`src/rtl/fpu_issue_ctl.sv`:
```
// FPU issue stage: 2-entry op FIFO, one-at-a-time fixed-latency issue, writeback and a
// per-register pending scoreboard that decode uses to stall FP register hazards.
//
// state | meaning
// IDLE  | no op executing; loads the FIFO head when one is queued
// EXEC  | op on the datapath; down-counter cnt hits 0 in the last cycle
module fpu_issue_ctl #(
  parameter int unsigned LAT_ADD = 3,
  parameter int unsigned LAT_MUL = 4,
  parameter int unsigned LAT_FMA = 6,
  parameter int unsigned LAT_MV  = 1
) (
  input  logic        clk,
  input  logic        rst_l,
  input  logic        dec_fpu_valid,
  input  logic [3:0]  dec_fpu_op,
  input  logic        dec_fpu_op_mod,
  input  logic [2:0]  dec_fpu_rnd_mode,
  input  logic [4:0]  dec_fpu_rs1,
  input  logic [4:0]  dec_fpu_rs2,
  input  logic [4:0]  dec_fpu_rs3,
  input  logic [4:0]  dec_fpu_rd,
  input  logic [31:0] dec_fpu_a,
  input  logic [31:0] dec_fpu_b,
  input  logic [31:0] dec_fpu_c,
  input  logic        dec_fpu_flush,
  output logic        fpu_dec_ready,
  output logic        fpu_dec_raw_stall,
  output logic        fpu_dp_start,
  output logic [3:0]  fpu_dp_op,
  output logic        fpu_dp_op_mod,
  output logic [2:0]  fpu_dp_rnd_mode,
  output logic [31:0] fpu_dp_a,
  output logic [31:0] fpu_dp_b,
  output logic [31:0] fpu_dp_c,
  input  logic [31:0] dp_fpu_result,
  input  logic [4:0]  dp_fpu_flags,
  output logic        fpu_wb_valid,
  output logic [4:0]  fpu_wb_rd,
  output logic [31:0] fpu_wb_data,
  output logic [4:0]  fpu_wb_flags,
  output logic        fpu_busy
);

  typedef enum logic {IDLE, EXEC} state_t;

  typedef struct packed {
    logic [3:0]  op;
    logic        op_mod;
    logic [2:0]  rnd_mode;
    logic [4:0]  rd;
    logic        unl;
    logic [7:0]  cnt_init;
    logic [31:0] a;
    logic [31:0] b;
    logic [31:0] c;
  } entry_t;

  entry_t      fifo_q [2];
  entry_t      push_e;
  entry_t      head_e;
  logic        rd_ptr;
  logic        wr_ptr;
  logic [1:0]  count;
  logic [31:0] pend;
  state_t      state;
  logic [7:0]  cnt;
  logic [4:0]  cur_rd;
  logic        cur_unl;
  logic        accept;
  logic        pop;
  logic        last_exec;

  // Counter load value is latency minus one so that cnt == 0 marks the last EXEC cycle.
  function automatic logic [7:0] lat_m1(input logic [3:0] op);
    case (op)
      4'd0, 4'd1: lat_m1 = 8'(LAT_ADD - 1);
      4'd2:       lat_m1 = 8'(LAT_MUL - 1);
      4'd3, 4'd4: lat_m1 = 8'(LAT_FMA - 1);
      default:    lat_m1 = 8'(LAT_MV - 1);
    endcase
  endfunction

  assign fpu_dec_raw_stall = pend[dec_fpu_rs1] | pend[dec_fpu_rs2] |
                             pend[dec_fpu_rs3] | pend[dec_fpu_rd];
  assign fpu_dec_ready = (count != 2'd2) & ~fpu_dec_raw_stall & ~dec_fpu_flush;
  assign accept        = dec_fpu_valid & fpu_dec_ready;
  assign head_e        = fifo_q[rd_ptr];
  assign last_exec     = (state == EXEC) && (cnt == 8'd0);
  assign pop           = ~dec_fpu_flush && (count != 2'd0) && ((state == IDLE) || last_exec);
  assign fpu_busy      = (count != 2'd0) || (state == EXEC) || fpu_wb_valid;

  always_comb begin
    push_e          = '0;
    push_e.op       = dec_fpu_op;
    push_e.op_mod   = dec_fpu_op_mod;
    push_e.rnd_mode = dec_fpu_rnd_mode;
    push_e.rd       = dec_fpu_rd;
    push_e.unl      = (dec_fpu_op > 4'd5);
    push_e.cnt_init = lat_m1(dec_fpu_op);
    push_e.a        = dec_fpu_a;
    push_e.b        = dec_fpu_b;
    push_e.c        = dec_fpu_c;
  end

  always_ff @(posedge clk or negedge rst_l) begin
    if (!rst_l) begin
      fifo_q[0] <= '0;
      fifo_q[1] <= '0;
    end else if (accept) begin
      fifo_q[wr_ptr] <= push_e;
    end
  end

  always_ff @(posedge clk or negedge rst_l) begin
    if (!rst_l) begin
      state           <= IDLE;
      cnt             <= '0;
      count           <= '0;
      rd_ptr          <= 1'b0;
      wr_ptr          <= 1'b0;
      pend            <= '0;
      cur_rd          <= '0;
      cur_unl         <= 1'b0;
      fpu_dp_start    <= 1'b0;
      fpu_dp_op       <= '0;
      fpu_dp_op_mod   <= 1'b0;
      fpu_dp_rnd_mode <= '0;
      fpu_dp_a        <= '0;
      fpu_dp_b        <= '0;
      fpu_dp_c        <= '0;
      fpu_wb_valid    <= 1'b0;
      fpu_wb_rd       <= '0;
      fpu_wb_data     <= '0;
      fpu_wb_flags    <= '0;
    end else begin
      fpu_dp_start <= 1'b0;
      fpu_wb_valid <= 1'b0;
      if (fpu_wb_valid) pend[fpu_wb_rd] <= 1'b0;
      if (accept) begin
        wr_ptr          <= ~wr_ptr;
        pend[dec_fpu_rd] <= 1'b1;
      end
      count <= count + {1'b0, accept} - {1'b0, pop};
      if (dec_fpu_flush) begin
        // A completing op and every queued op are dropped; a wb pulse already out finishes.
        state  <= IDLE;
        cnt    <= '0;
        count  <= '0;
        rd_ptr <= 1'b0;
        wr_ptr <= 1'b0;
        pend   <= '0;
      end else begin
        if (pop) begin
          state           <= EXEC;
          cnt             <= head_e.cnt_init;
          rd_ptr          <= ~rd_ptr;
          cur_rd          <= head_e.rd;
          cur_unl         <= head_e.unl;
          fpu_dp_start    <= 1'b1;
          fpu_dp_op       <= head_e.op;
          fpu_dp_op_mod   <= head_e.op_mod;
          fpu_dp_rnd_mode <= head_e.rnd_mode;
          fpu_dp_a        <= head_e.a;
          fpu_dp_b        <= head_e.b;
          fpu_dp_c        <= head_e.c;
        end else if (last_exec) begin
          state <= IDLE;
        end else if (state == EXEC) begin
          cnt <= cnt - 8'd1;
        end
        if (last_exec) begin
          fpu_wb_valid <= 1'b1;
          fpu_wb_rd    <= cur_rd;
          fpu_wb_data  <= cur_unl ? 32'd0 : dp_fpu_result;
          fpu_wb_flags <= cur_unl ? 5'b10000 : dp_fpu_flags;
        end
      end
    end
  end

endmodule

```
`config.mk`:
```
export PLATFORM = sky130hd
export DESIGN_NAME = fpu_issue_ctl
export DESIGN_NICKNAME = d
export VERILOG_FILES = /design/src/rtl/fpu_issue_ctl.sv
export SDC_FILE = /design/constraint.sdc
export NUM_CORES = 1
export LEC_CHECK = 0
export CAP_MARGIN = 0
export CELL_PAD_IN_SITES_DETAIL_PLACEMENT = 2
export CELL_PAD_IN_SITES_GLOBAL_PLACEMENT = 2
export CORE_AREA = 10 10 254 256
export CTS_CLUSTER_SIZE = 20
export DETAILED_ROUTE_END_ITERATION = 6
export DIE_AREA = 0 0 264 266
export PLACE_DENSITY_LB_ADDON = 0.1
export SLEW_MARGIN = 25
export SYNTH_ARGS = -nofsm -noshare
export SYNTH_HDL_FRONTEND = slang
export SYNTH_SLANG_ARGS = --single-unit
```
`constraint.sdc`:
```
create_clock -name clk -period 3.34 [get_ports clk]
set_clock_uncertainty 0.05 [all_clocks]
set_input_delay 0.835 -clock clk [delete_from_list [all_inputs] [get_ports clk]]
set_output_delay 0.835 -clock clk [all_outputs]
set_load 0.05 [all_outputs]
```
==> insert_results.sql <==
INSERT INTO impl_metrics (metric_group, metric, value, unit) VALUES
('run_status', 'outcome', 'finished, violations left', ''),
('run_status', 'violated_checks', 'negative setup slack', ''),
('worst_setup_path', 'critical-path-max-stage-delay', '0.32', 'ns'),
('grt', 'grt_first_pass_wirelength', '95.3', 'mm'),
('sta', 'slew_violations', '0', ''),
('worst_setup_path', 'timing.rr.start', 'pend[17]$_DFF_PN0_', ''),
('flow_run', 'drv.max_cap_violation_count', '0', ''),
('yosys', 'synth-seq-cells', '425', ''),
('cts', 'cts_tree', 'done', ''),
('yosys', 'yosys-mux-area-fraction', '23.1', '%'),
('power_and_ir_drop', 'power_per_cell_area', '900', 'nW/um^2'),
('worst_setup_path', 'path_common_cell', 'buf_4', ''),
('worst_setup_path', 'crit_path_end_kind', 'output pin', ''),
('cells_and_area', 'layout.cells.most_common', 'dfrtp_1', ''),
('sta', 'setup-violations-final', '2', ''),
('yosys', 'async_reset_ff_share', '100', '%'),
('cells_and_area', 'diodes', '0', ''),
('yosys', 'arithmetic_cell_share_of_the_synthesized_area_counting_full_adders_half_adders_and_majority_gates', '0.199', '%'),
('route', 'routed_via_density', '4.97', ''),
('worst_setup_path', 'reg2reg_slack', '0.19', 'ns'),
('grt', 'globalRoute.totalOverflow', '0', ''),
('route', 'drt_iter0_markers', '506', ''),
('cts', 'cts_hold_buffers', '0', ''),
('cts', 'cts_inserted_buffers', '50', ''),
('cts', 'worst_skew_pair.late_latency', '0.58', 'ns'),
('route', 'wire_per_inst', '22.1', 'um'),
('grt', 'grt_max_degree', '173', ''),
('power_and_ir_drop', 'max-vdd-ir-drop', '567', 'uV'),
('yosys', 'synthesized_area_fraction_occupied_by_ao_oa_aoi_and_oai_cells', '6.38', '%'),
('die', 'fp-row-count', '90', ''),
('sta', 'min_period', '3.63', 'ns'),
('route', 'dr_total_vias', '13700', ''),
('worst_setup_path', 'worst_ep_required_time', '2.45', 'ns'),
('cts', 'ctsHtreeMaxLevel', '2', ''),
('cts', 'cts.sinks', '425', ''),
('placement', 'detailedPlacementHpwl', '41.7', 'mm'),
('min_path', 'worstHoldPathType', 'input port to asynchronous set/reset pin', ''),
('grt', 'number_of_antenna_violations_at_the_first_check_in_global_routing', '8', ''),
('yosys', 'yosysWarnings', '0', ''),
('die', 'floorplan.initialDensity', '31.6', '%'),
('sta', 'fin_setup_tns', '-0.545', 'ns'),
('sta', 'finalWorstSetupSlack', '-0.287', 'ns'),
('die', 'die_h', '266', 'um'),
('worst_setup_path', 'critical_path_class', 'input port to output pin', ''),
('placement', 'place.gp.congestion', '0.815', ''),
('grt', 'first_global_vias', '15800', ''),
('sta', 'post-route-period-util', '109', '%'),
('die', 'pin_count', '316', ''),
('yosys', 'postSynth.topFlopCell', 'dfrtp_1', ''),
('die', 'design.die.area', '70200', 'um^2'),
('sta', 'slew-limit-headroom', '49.4', '%'),
('sta', 'hold_viol_final', '0', ''),
('sta', 'timing.hold.ws', '0.128', 'ns'),
('yosys', 'syn-num-nets', '1737', ''),
('yosys', 'netlist_area', '18900', 'um^2'),
('worst_setup_path', 'worst_r2r_endpoint', 'fifo_q[36]$_DFFE_PN0P_', ''),
('worst_setup_path', 'critPathLaunchType', 'input port', ''),
('worst_setup_path', 'worst-path-max-fanout', '3', ''),
('yosys', 'synth_simple_gate_area_share', '10.8', '%'),
('power_and_ir_drop', 'static_leakage', '11.2', 'nW'),
('sta', 'max_clock_freq', '0.276', 'GHz'),
('cts', 'root_buffer', 'clkbuf_16', ''),
('yosys', 'sequential_share_of_the_synthesized_area', '56.4', '%'),
('die', 'fp.coreArea', '59700', 'um^2'),
('yosys', 'post_synth_num_cell_types', '50', ''),
('cells_and_area', 'finalNetCount', '2100', ''),
('cells_and_area', 'finalCoreUtilization', '42.3', '%'),
('yosys', 'syn-instance-count', '1569', ''),
('yosys', 'synth_top_family_by_area', 'multiplexers', ''),
('sta', 'unrepaired_setup_endpoints_after_global_routing', 'yes', ''),
('worst_setup_path', 'worstPathCellList', 'buf_8 -> buf_6 -> buf_4 -> mux2i_1 -> nor3_1 -> o41ai_2 -> buf_4 -> nand4_1 -> buf_4 -> nor2_4 -> and3_4 -> buf_12', '');
[critical path, delay by kind of cell]
| kind | cells | cell delay (ns) |
|---|---|---|
| buffers and inverters | 6 | 0.84 |
| muxes | 1 | 0.16 |
| and+or+nand+nor | 4 | 0.57 |
| AOI/OAI and AO/OA | 1 | 0.32 |
[per-stage QoR]
step	setup slack, ns	power [mW]	cells	cell area [um^2]
4_1_cts	-0.258	23.2	2749	25200
6_report	-0.287	22.7	2751	25300
5_1_grt	-0.344	24.2	2751	25300
3_3_place_gp	-0.904	17.1	2645	23300
3_5_place_dp	-0.876	17.5	2645	23300
2_1_floorplan	-0.174	14.0	1569	18900
[where the power goes]
part | total, mW | internal, mW | switching, mW
logic | 8.66 | 3.42 | 5.24
clock network | 5.53 | 3.33 | 2.20
registers | 8.55 | 7.20 | 1.35
[area by class of cell]
cell class | instances | area, um^2
inverter | 8 | 30.0
sequential | 425 | 10600
multi-input combinational | 1033 | 7770
tap | 782 | 978
clock inverter | 16 | 203
fill | 6085 | 34400
timing repair buffer | 414 | 4180
clock buffer | 73 | 1460
[synth_stat cells (8+ instances only)]
| cell type | number | share of area, % |
|---|---|---|
| dfrtp_1 | 425 | 56 |
| nand2_1 | 246 | 4.9 |
| mux2i_1 | 166 | 8.8 |
| mux2_1 | 141 | 8.4 |
| o21ai_0 | 136 | 3.6 |
| mux2_2 | 91 | 5.4 |
| clkbuf_1 | 69 | 1.4 |
| nand3b_1 | 58 | 2.3 |
| o31ai_1 | 35 | 1.4 |
| nor2b_1 | 27 | 0.90 |
| nand3_1 | 18 | 0.48 |
| buf_6 | 15 | 0.90 |
| nor2_1 | 15 | 0.30 |
| buf_2 | 14 | 0.37 |
| a21oi_1 | 13 | 0.35 |
| a22oi_1 | 10 | 0.40 |
| nand2b_1 | 10 | 0.33 |
| nor3b_1 | 8 | 0.32 |
[state kept, by name (all words and copies together) (netlist names), 2 cells and up]
signal / cells
fpu_dp_op: 4
fpu_dp_b: 32
fpu_wb_rd: 5
cnt: 8
fpu_dp_c: 32
pend: 32
cur_rd: 5
fifo_q: 226
fpu_wb_data: 32
fpu_dp_a: 32
count: 2
fpu_wb_flags: 5
fpu_dp_rnd_mode: 3
[worst max-delay path by stage]
stage | depth (start not counted) | to | from | slack, ns
floorplan | 6 | fpu_dec_ready | dec_fpu_rs3[0] | -0.17
global placement | 11 | fpu_dec_raw_stall | dec_fpu_rd[1] | -0.90
detailed placement | 12 | fpu_dec_raw_stall | dec_fpu_rd[1] | -0.88
CTS | 8 | fpu_dec_ready | pend[25]$_DFF_PN0_ | -0.26
global route | 9 | fpu_dec_ready | pend[17]$_DFF_PN0_ | -0.34
finish | 12 | fpu_dec_ready | dec_fpu_rd[1] | -0.29
[cell families after synthesis]
group	after synthesis
AND/OR/NAND/NOR	416
multiplexers	402
flip-flops	425
adder cells (fa/ha/maj)	3
AO/OA/AOI/OAI	209
XOR/XNOR	3
buffers and inverters	111
[routing by layer]
layer / wire length (um) / part of all wire (%) / track usage [%] / up-vias
li1: - / - / - / 6231
met1: 25300 / 42 / 20.4 / 7075
met2: 30600 / 50 / 29.9 / 254
met3: 3240 / 5.3 / 4.31 / 109
met4: 1440 / 2.4 / 4.93 / 16
met5: 95 / 0.16 / 0 / -
[repair_timing]
action                     4_1_cts  5_1_grt
setup buffers                   13        2
gates cloned                     2        0
resized for setup               52       11
setup endpoints to repair      231        2
pin swaps                        9        4
Note: power is estimated with default switching activity, not from simulation.
